===== src/rtl/ram_dp_if.sv =====
// Write/read port bundle for the simple-dual-port RAM.
// Master drives requests; slave returns read data and status.
interface ram_dp_if #(
    parameter int DATA_WIDTH = 32,
    parameter int ADDR_WIDTH = 4
);
    logic                    w_en;
    logic [ADDR_WIDTH-1:0]   w_addr;
    logic [DATA_WIDTH/8-1:0] w_be;
    logic [DATA_WIDTH-1:0]   data_in;
    logic                    r_en;
    logic [ADDR_WIDTH-1:0]   r_addr;
    logic [DATA_WIDTH-1:0]   data_out;
    logic                    r_valid;
    logic                    busy;

    modport master (
        output w_en, w_addr, w_be, data_in, r_en, r_addr,
        input  data_out, r_valid, busy
    );

    modport slave (
        input  w_en, w_addr, w_be, data_in, r_en, r_addr,
        output data_out, r_valid, busy
    );
endinterface


===== src/rtl/ram_dp.sv =====
// Simple-dual-port RAM with byte enables and selectable read-during-write.
// Define RAM_CLEAR_EN to build the post-reset zero-fill sequencer.
module ram_dp #(
    parameter int DATA_WIDTH = 32,
    parameter int DEPTH      = 16,
    parameter int ADDR_WIDTH = $clog2(DEPTH),
    parameter int RDW_MODE   = 0
) (
    input  logic     clk,
    input  logic     rst,
    ram_dp_if.slave  bus
);
    localparam int NB = DATA_WIDTH / 8;
    localparam logic [ADDR_WIDTH:0]   LP_DEPTH = DEPTH[ADDR_WIDTH:0];
    localparam logic [ADDR_WIDTH-1:0] LP_LAST  = ADDR_WIDTH'(DEPTH - 1);

    logic [DATA_WIDTH-1:0] r_mem [DEPTH];
    logic [DATA_WIDTH-1:0] r_dout;
    logic                  r_valid;

    logic                  w_busy;
    logic                  w_w_inrange;
    logic                  w_r_inrange;
    logic                  w_w_ok;
    logic                  w_we;
    logic [ADDR_WIDTH-1:0] w_waddr;
    logic [NB-1:0]         w_wbe;
    logic [DATA_WIDTH-1:0] w_wdata;
    logic [DATA_WIDTH-1:0] w_rd_word;

    assign w_w_inrange = {1'b0, bus.w_addr} < LP_DEPTH;
    assign w_r_inrange = {1'b0, bus.r_addr} < LP_DEPTH;
    assign w_w_ok      = bus.w_en && !w_busy && w_w_inrange;

`ifdef RAM_CLEAR_EN
    typedef enum logic {ST_CLEAR, ST_READY} state_t;

    state_t                r_state;
    logic [ADDR_WIDTH-1:0] r_clr_addr;

    always_ff @(posedge clk or posedge rst) begin
        if (rst) begin
            r_state    <= ST_CLEAR;
            r_clr_addr <= '0;
        end else if (r_state == ST_CLEAR) begin
            r_clr_addr <= r_clr_addr + 1'b1;
            if (r_clr_addr == LP_LAST)
                r_state <= ST_READY;
        end
    end

    assign w_busy = (r_state == ST_CLEAR);
`else
    assign w_busy = 1'b0;
`endif

    // The clear sequencer, when present, owns the write port while busy.
    always_comb begin
        w_we    = w_w_ok;
        w_waddr = bus.w_addr;
        w_wbe   = bus.w_be;
        w_wdata = bus.data_in;
`ifdef RAM_CLEAR_EN
        if (r_state == ST_CLEAR) begin
            w_we    = 1'b1;
            w_waddr = r_clr_addr;
            w_wbe   = '1;
            w_wdata = '0;
        end
`endif
    end

    always_ff @(posedge clk) begin
        if (w_we) begin
            for (int i = 0; i < NB; i++) begin
                if (w_wbe[i])
                    r_mem[w_waddr][8*i +: 8] <= w_wdata[8*i +: 8];
            end
        end
    end

    // Array read yields the pre-write word; mode 1 forwards enabled bytes.
    always_comb begin
        w_rd_word = '0;
        if (w_r_inrange) begin
            w_rd_word = r_mem[bus.r_addr];
            if (RDW_MODE == 1 && w_w_ok && bus.w_addr == bus.r_addr) begin
                for (int i = 0; i < NB; i++) begin
                    if (bus.w_be[i])
                        w_rd_word[8*i +: 8] = bus.data_in[8*i +: 8];
                end
            end
        end
    end

    always_ff @(posedge clk or posedge rst) begin
        if (rst) begin
            r_dout  <= '0;
            r_valid <= 1'b0;
        end else if (bus.r_en && !w_busy) begin
            r_dout  <= w_rd_word;
            r_valid <= 1'b1;
        end else begin
            r_valid <= 1'b0;
        end
    end

    assign bus.data_out = r_dout;
    assign bus.r_valid  = r_valid;
    assign bus.busy     = w_busy;
endmodule


===== src/flat_wrapper.sv =====
// flat-port wrapper written by rule: the top's interface ports become plain ports
module ram_dp_flat 
#(
    parameter int DATA_WIDTH = 32,
    parameter int DEPTH      = 16,
    parameter int ADDR_WIDTH = $clog2(DEPTH),
    parameter int RDW_MODE   = 0
)
  (clk, rst, bus_w_en, bus_w_addr, bus_w_be, bus_data_in, bus_r_en, bus_r_addr, bus_data_out, bus_r_valid, bus_busy);
  ram_dp_if #(.DATA_WIDTH(DATA_WIDTH), .ADDR_WIDTH(ADDR_WIDTH)) bus_i ();
  input  logic clk;
  input  logic rst;
  input wire logic [$bits(bus_i.w_en)-1:0] bus_w_en;
  input wire logic [$bits(bus_i.w_addr)-1:0] bus_w_addr;
  input wire logic [$bits(bus_i.w_be)-1:0] bus_w_be;
  input wire logic [$bits(bus_i.data_in)-1:0] bus_data_in;
  input wire logic [$bits(bus_i.r_en)-1:0] bus_r_en;
  input wire logic [$bits(bus_i.r_addr)-1:0] bus_r_addr;
  output wire logic [$bits(bus_i.data_out)-1:0] bus_data_out;
  output wire logic [$bits(bus_i.r_valid)-1:0] bus_r_valid;
  output wire logic [$bits(bus_i.busy)-1:0] bus_busy;
  assign bus_i.w_en = bus_w_en;
  assign bus_i.w_addr = bus_w_addr;
  assign bus_i.w_be = bus_w_be;
  assign bus_i.data_in = bus_data_in;
  assign bus_i.r_en = bus_r_en;
  assign bus_i.r_addr = bus_r_addr;
  assign bus_data_out = bus_i.data_out;
  assign bus_r_valid = bus_i.r_valid;
  assign bus_busy = bus_i.busy;
  ram_dp #(.DATA_WIDTH(DATA_WIDTH), .DEPTH(DEPTH), .ADDR_WIDTH(ADDR_WIDTH), .RDW_MODE(RDW_MODE)) u_core (.clk(clk), .rst(rst), .bus(bus_i));
endmodule

===== config.mk =====
export PLATFORM = sky130hd
export DESIGN_NAME = ram_dp_flat
export DESIGN_NICKNAME = d
export VERILOG_FILES = /design/src/rtl/ram_dp_if.sv /design/src/rtl/ram_dp.sv /design/src/flat_wrapper.sv
export SDC_FILE = /design/constraint.sdc
export NUM_CORES = 1
export LEC_CHECK = 0
export CAP_MARGIN = 5
export CORE_MARGIN = 1
export CORE_UTILIZATION = 55
export CTS_CLUSTER_DIAMETER = 120
export CTS_CLUSTER_SIZE = 20
export DETAILED_ROUTE_END_ITERATION = 16
export GPL_TIMING_DRIVEN = 0
export PLACE_DENSITY = 0.76
export SLEW_MARGIN = 20
export SYNTH_ARGS = -nofsm -noshare
export SYNTH_HDL_FRONTEND = slang
export SYNTH_SLANG_ARGS = --single-unit

===== constraint.sdc =====
create_clock -name clk -period 1.17 [get_ports clk]
set_input_delay 0.2925 -clock clk [delete_from_list [all_inputs] [get_ports clk]]
set_output_delay 0.2925 -clock clk [all_outputs]
set_load 0.01 [all_outputs]

== Word-level counts from Yosys, hierarchy flattened ==
Memory sizes are Yosys's and may differ from the RTL's. A register that Yosys moved wholly into a read port is not among the register bits.
Cells that the tools add are included.
Cells by class
  mux-type cells: 13
Operators by type and width (number)
  $mux W1: 13
Word-level totals
  register bits: 1
  RAM bits: 512
  input port bits: 48
  output and inout bits: 34
  word-level logic and storage cells: 15
  memories kept: 1
Memory list
  u_core.r_mem: words 16, width 32, rd ports 1, clocked after memory_dff 1, write ports 1, line ram_dp.sv:17  | logic [DATA_WIDTH-1:0] r_mem [DEPTH];

== Logic depth before layout (Yosys ltp) ==
Gate-level depths: netlist (run 1).
  depth in word-level cells: 3
  mapped depth: 6
  depth with buffers taken out: 3

== Least setup slack after synthesis (run 1) ==
OpenSTA, ideal clock, no wires.
  path type: input port to flip-flop
  start: input port bus_r_addr[1]
  end: register u_core.r_dout[24] (netlist: u_core.bus.data_out[24]) (read register of u_core.r_mem)
  library setup time: 151 ps
  data arrival time: 1376 ps
  required time: 1019 ps
  slack: -357 ps
  stages on the path: 6
  path buffers: 3
  path through: buf_6 > buf_8 > buf_12 > mux4_2 > o22ai_2 > a221oi_2
RTL lines
  start: declaration: line flat_wrapper.sv:18  | input wire logic [$bits(bus_i.r_addr)-1:0] bus_r_addr;
  end: declaration: line ram_dp.sv:18  | logic [DATA_WIDTH-1:0] r_dout;

== Final worst setup path (run 1) ==
  start: register u_core.r_dout[13] (netlist: u_core.bus.data_out[13]) (read register of u_core.r_mem)
  end: output port bus_data_out[13]
RTL lines
  end: declaration: line flat_wrapper.sv:19  | output wire logic [$bits(bus_i.data_out)-1:0] bus_data_out;
No word-level cell between the ends.

==> metrics.txt, run 1 <==
status finished with violations; failing checks setup timing; final instance area 25,740 um2; critical path endpoint bus_data_out[13]; final hold viol count 0; synthesis warning total 0; root buffer cell clkbuf_16; Synth Net Count 999; Avg WL per Cell 28.14 um; met2 WL post-DR 23,960 um; R2R Path End u_core.bus.data_out[19]$_DFFE_PP0P_; Nets 1,203; main combinational cell family by area after synthesis multiplexers; DRT Wirelength 47,540 um; final setup violation count 65; Clock power frac 30.3%; Compound-Gate Fraction of Synth Area 3.297%; Cell Pwr Density 1396 nW/um2; Comb power frac 9.0%; worst-path fanout max 2; post-synthesis xor/xnor area fraction 0%; CP required 0.88 ns; Die Y 197.5 um; Synth Area in Simple Gates 2.363%; synthesized flop and latch total 545; via count 10.50k; Finished Core Util 68.33%; crit path DAT 1.19 ns; Slew HR 59.99%; share of cells above drive strength 1 43.97%; RSZ-0062 raised after global routing true; First-pass DRT Iterations 5; placed cell count 1,541; maximum VDD drop 0.001081 V; initial drt markers 1,111; Seq pwr share 60.8%; CP Class flip-flop to output pin; worst slack, placed -1.574 ns; post-synthesis sequential area ratio 77.06%; clk_lat worst skew 0.59 ns; first-pass GRT wire length 69,630 um; HPWL after DPL 29,420 um; Stages on worst setup path 1; Die Wd 197.5 um; top sig layer met4; Max Slew Vio Count 0; Synth Area in Adders 0%; r2r setup slk -0.20 ns; Final period util 126.6%; Sink Count 545; Critical path origin u_core.bus.data_out[13]$_DFFE_PP0P_; CTS tree yes; Critical Path, Cell by Cell buf_2; vias per cell 6.216; gr usage total 25.12%; GRT overflow 0; P_sw 7741 uW; Cell Count, Final, Fillers Out 1,689; crit start category flip-flop; Synth cell types 24; Tmin final 1.481 ns; Initial Util 55.82%; DIE AREA 39,010 um2; initial antenna violation count 0; largest net degree at the start of global routing 22; Crit path max-delay family flip-flops; Crit. End Element output pin; Num CTS Buffers 31; buffer and inverter count on the worst path 1; Post-Synthesis Cells 951; min-delay worst type input pin to async pin; synthesized area per cell 22.11 um2; vias in the first global route 10.72k; post-synthesis mux area share 15.24%; CTS H-tree depth 1; switch share 21.55%; placer congestion estimate 0.7903; actual slew at the worst max-slew pin 0.5983 ns; setup ws final -0.3112 ns; wire length on met3 3316 um; antenna cell count 0; Core ar. 37,670 um2; FF-to-FF Start u_core.r_mem[1][19]$_DFFE_PP_; drt drc 0; Worst Reg-to-Reg Cells 3; # rows 71; max incr delay on CP 0.44 ns; fmax 0.6751 GHz; Crit-path slowest cell dfrtp_1; Worst Skew 0.01349 ns; Metal-1 WL 18,870 um; synthesized cell area 21,020 um2; Internal 28,180 uW; Routed Antenna Nets 0; fillcell total 2,285; Port-buffer cells 78; Clk pin slew, worst setup/hold paths 0.08 ns; CTS max path bufs 3; Post-CTS Hold Buffers 0; synth-to-layout area growth 22.42%; Max-Cap Viols 0; placed inst area 23,230 um2; overall power 35,920 uW; Leakage 0.008186 uW; Top Ports 82
## state kept, by name, summed over array words and instances (netlist names)
register and count:
u_core.r_mem 512, u_core.bus.data_out 32, u_core.bus.r_valid 1
## worst min-delay path by stage
stage | endpoint | slack, ns
after global placement | u_core.bus.data_out[27]$_DFFE_PP0P_ | 0.56
final | u_core.bus.r_valid$_DFF_PP0_ | 0.03
after detailed placement | u_core.bus.data_out[9]$_DFFE_PP0P_ | 0.56
after CTS | u_core.bus.r_valid$_DFF_PP0_ | 0.04
after global routing | u_core.bus.r_valid$_DFF_PP0_ | 0.06
after floorplan | u_core.bus.r_valid$_DFF_PP0_ | 0.32
## layout by cell type (no fill, tap or decap), types with 6 or more instances in the layout
cell	instances
a221oi_2	30
nor2_4	66
nor2_1	32
o22ai_2	25
buf_6	18
mux4_2	128
buf_2	37
dfrtp_1	33
mux2i_4	8
edfxtp_1	512
buf_4	57
mux2i_1	12
clkbuf_1	24
clkbuf_8	6
clkdlybuf4s50_1	37
nand2_4	12
buf_12	58
mux2i_2	12
nand3_4	6
clkbuf_16	33
## per-stage QoR
stage | hold slack [ns] | TNS, ns
after CTS | 0.03520 | -12.63
final | 0.03208 | -11.90
after floorplan | 0.3239 | -39.10
after global routing | 0.05937 | -14.17
after global placement | 0.5646 | -780.35
after detailed placement | 0.5586 | -779.55
## synth_stat cells (all sizes together)
master	number	area, um2
clkbuf	18	67.56
nor2b	4	25.02
mux2i	32	320.3
mux4	128	2883
or2	1	6.260
dfrtp	33	825.8
nor2	98	367.9
and2	1	6.260
nand2b	1	6.260
inv	1	3.750
buf	37	355.3
a221oi	32	430.4
nand3	6	30.03
o22ai	32	262.8
edfxtp	512	15370
conb	1	3.750
nand4	1	6.260
nand2	13	48.80
## power by group through the flow
stage / sequential [uW] / clock [uW] / combinational [uW]
after CTS: 21800 / 11000 / 3050
after global routing: 21900 / 11600 / 3390
final: 21800 / 10900 / 3220
after global placement: 22300 / 0 / 2750
after floorplan: 22300 / 0 / 1540
after detailed placement: 22300 / 0 / 2820
## routing by layer
| layer | vias up | track usage [%] |
|---|---|---|
| met3 | 81 | 2.971 |
| met5 | - | 0 |
| met1 | 5548 | 35.02 |
| met2 | 486 | 41.38 |
| li1 | 4383 | - |
| met4 | 0 | 9.360 |
## what timing repair did
action,CTS,global route
endpoints found under the setup margin,577,268
cloned,0,2
setup buffers,76,16
pin swaps,71,13
resized for setup,250,25
## kinds of logic (layout without fill, tap and decap cells)
| group | Yosys count | after routing |
|---|---|---|
| muxes | 160 | 160 |
| and+or+nand+nor | 125 | 125 |
| buffers and inverters | 56 | 283 |
| AOI/OAI and AO/OA | 64 | 64 |
| other | 1 | 1 |
| DFF | 545 | 545 |
## layout make-up
class / instances / area [um2] / share of cell area, %
Clock inverter: 1 / 16.27 / 0.06320
Buffer: 53 / 636.9 / 2.474
Sequential cell: 545 / 16200 / 62.94
Tap cell: 511 / 639.4 / 2.484
Clock buffer: 55 / 865.8 / 3.364
Inverter: 1 / 3.754 / 0.01458
Timing Repair Buffer: 173 / 1944 / 7.554
Multi-Input combinational cell: 350 / 5431 / 21.10
Note: power is estimated with default switching activity, not from simulation.
==> run 2: changes to the inputs <==
Settings changed: CELL_PAD_IN_SITES_DETAIL_PLACEMENT set to 1, CELL_PAD_IN_SITES_GLOBAL_PLACEMENT set to 2, CORE_UTILIZATION 55 to 52, PLACE_DENSITY 0.76 to unset, PLACE_DENSITY_LB_ADDON set to 0.1.
Clock period 1.17 ns to 1.8 ns, I/O delays scaled along.
==> run 2 against run 1 <==
Compared with the run above: the flow still finishes with violations (setup timing); hold slack improved by 0.20 ns; sequential cell count did not move; global-route usage barely moved; final area fell by 2.7%; combinational power fell by 42%.
==> metrics.txt, run 2 (synthesis results as in run 1) <==
Cell Pwr Density 927.1 nW/um2 (-34%); # rows 73 (+2.8%); worst-path fanout max 10 (+8); commonest non-fill, non-tap cell in the layout edfxtp_1; final setup violation count 1 (-98%); CP required 2.26 ns (+1.38 ns); Crit. End Element flip-flop; share of cells above drive strength 1 35.84% (-8.1 points); Post-CTS Hold Buffers 0 (unchanged); RSZ-0062 raised after global routing true; Tmin final 1.807 ns; Die Wd 203.1 um (+2.8%); Core ar. 39,820 um2 (+5.7%); CTS max path bufs 3 (unchanged); Port-buffer cells 78 (unchanged); fmax 0.5535 GHz; crit path DAT 2.27 ns (+1.08 ns); initial antenna violation count 2 (+2); vias per cell 6.124 (-1.5%); HPWL after DPL 32,010 um (+8.8%); DRT Wirelength 51,120 um (+7.5%); DIE AREA 41,240 um2 (+5.7%); Cell Count, Final, Fillers Out 1,670 (-1.1%); FF-to-FF Start u_core.r_mem[15][21]$_DFFE_PP_; Nets 1,169 (-2.8%); maximum VDD drop 0.0008309 V (-23%); hold_ws 0.2336 ns (+0.2015 ns); actual slew at the worst max-slew pin 0.6553 ns (+0.05706 ns); Clk pin slew, worst setup/hold paths 0.09 ns (about the same); Top Ports 82 (unchanged); Die Y 203.1 um (+2.8%); commonest cells after routing, fill and taps aside 512 x edfxtp_1, 128 x mux4_2, 64 x nor2_4; failing checks setup timing; status finished with violations; CTS tree yes; via count 10.23k (-2.6%); overall power 23,220 uW (-35%); placer congestion estimate 0.7642 (-3.3%); Max Slew Vio Count 0 (unchanged); Finished Core Util 62.89% (-5.4 points); largest net degree at the start of global routing 22 (unchanged); CTS H-tree depth 1 (unchanged); vias in the first global route 10.85k (+1.2%); setup ws final -0.006848 ns (+0.3044 ns); Avg WL per Cell 30.61 um (+8.8%); Max-Cap Viols 0 (unchanged); Slew HR 56.18% (-3.8 points); final hold viol count 0 (unchanged); min-delay worst type input pin to async pin; max FFs per register 512 (unchanged); placed cell count 1,555 (+0.91%); Leakage 0.007860 uW (-4.0%); gr usage total 25.16% (+0.043 points); synth-to-layout area growth 19.12%; drt drc 0 (unchanged); clk_lat worst skew 0.59 ns (about the same); root buffer cell clkbuf_16; Routed Antenna Nets 0 (unchanged); Worst Skew 0.01616 ns (+0.002666 ns); crit start category input pin; Initial Util 52.79% (-3.0 points); r2r setup slk 0.40 ns (+0.60 ns); Critical path origin bus_r_addr[3]; worst slack, placed -1.265 ns (+0.3088 ns); GRT overflow 0 (unchanged); Num CTS Buffers 31 (unchanged); largest reg by FF count u_core.r_mem; first-pass GRT wire length 73,960 um (+6.2%); Final period util 100.4%; CP Class input pin to flip-flop; Sink Count 545 (unchanged); First-pass DRT Iterations 4 (-1); initial drt markers 682 (-39%)
[run 2: final cells by class]
type / instances / area [um2]
Timing Repair Buffer: 138 / 1774
Clock buffer: 55 / 865.8
Inverter: 1 / 3.754
Fill cell: 3254 / 14780
Multi-Input combinational cell: 350 / 5024
Buffer: 54 / 500.5
Clock inverter: 1 / 16.27
Antenna cell: 1 / 2.502
Sequential cell: 545 / 16200
Tap cell: 525 / 656.9
[run 2: path summary, 6_finish.rpt]
path / endpoint / cells after the start
worst max-delay path: u_core.bus.data_out[12]$_DFFE_PP0P_ / 6
max in group asynchronous: u_core.bus.data_out[12]$_DFFE_PP0P_ / 3
worst min-delay path: u_core.bus.data_out[27]$_DFFE_PP0P_ / 2
min in group clk: u_core.bus.r_valid$_DFF_PP0_ / 1
worst min register to register: u_core.bus.data_out[20]$_DFFE_PP0P_ / 2
worst max register to register: u_core.bus.data_out[21]$_DFFE_PP0P_ / 3
[run 2: critical path, stage by stage]
cell and delay, ns:
clkdlybuf4s50_1 0.51, buf_6 0.22, nand2b_1 0.28, clkbuf_4 0.33, o22ai_1 0.13, a221oi_1 0.33
[run 2: repair_timing]
| item | CTS | global route |
|---|---|---|
| setup endpoints to repair | 577 | 510 |
| gates resized for setup | 195 | 51 |
| pin swaps | 37 | 11 |
| cloned | 0 | 0 |
| buffers inserted | 49 | 10 |
| hold endpoints to repair | 0 | 0 |
[run 2: metal layers]
metal	GRT usage (%)	vias to the layer above	wire (um)
li1	-	4303	-
met1	36.18	5533	21970
met2	41.51	316	25540
met3	2.616	75	2443
met4	7.062	0	1163
met5	0	-	0
[run 2: metrics by stage]
stage           TNS (ns)  area, um2
3_3_place_gp     -537.08      22460
4_1_cts           -21.14      24690
2_1_floorplan          0      21020
3_5_place_dp     -530.21      22490
5_1_grt         -0.02132      25040
6_report       -0.006848      25040
[run 2: where the power goes]
| part | leakage (uW) | internal (uW) | total, uW | switching [uW] |
|---|---|---|---|---|
| registers | 0.00498 | 14100 | 14200 | 101 |
| clock network | 0.000418 | 3280 | 7170 | 3900 |
| logic | 0.00247 | 804 | 1860 | 1060 |
| total | 0.00786 | 18200 | 23200 | 5060 |
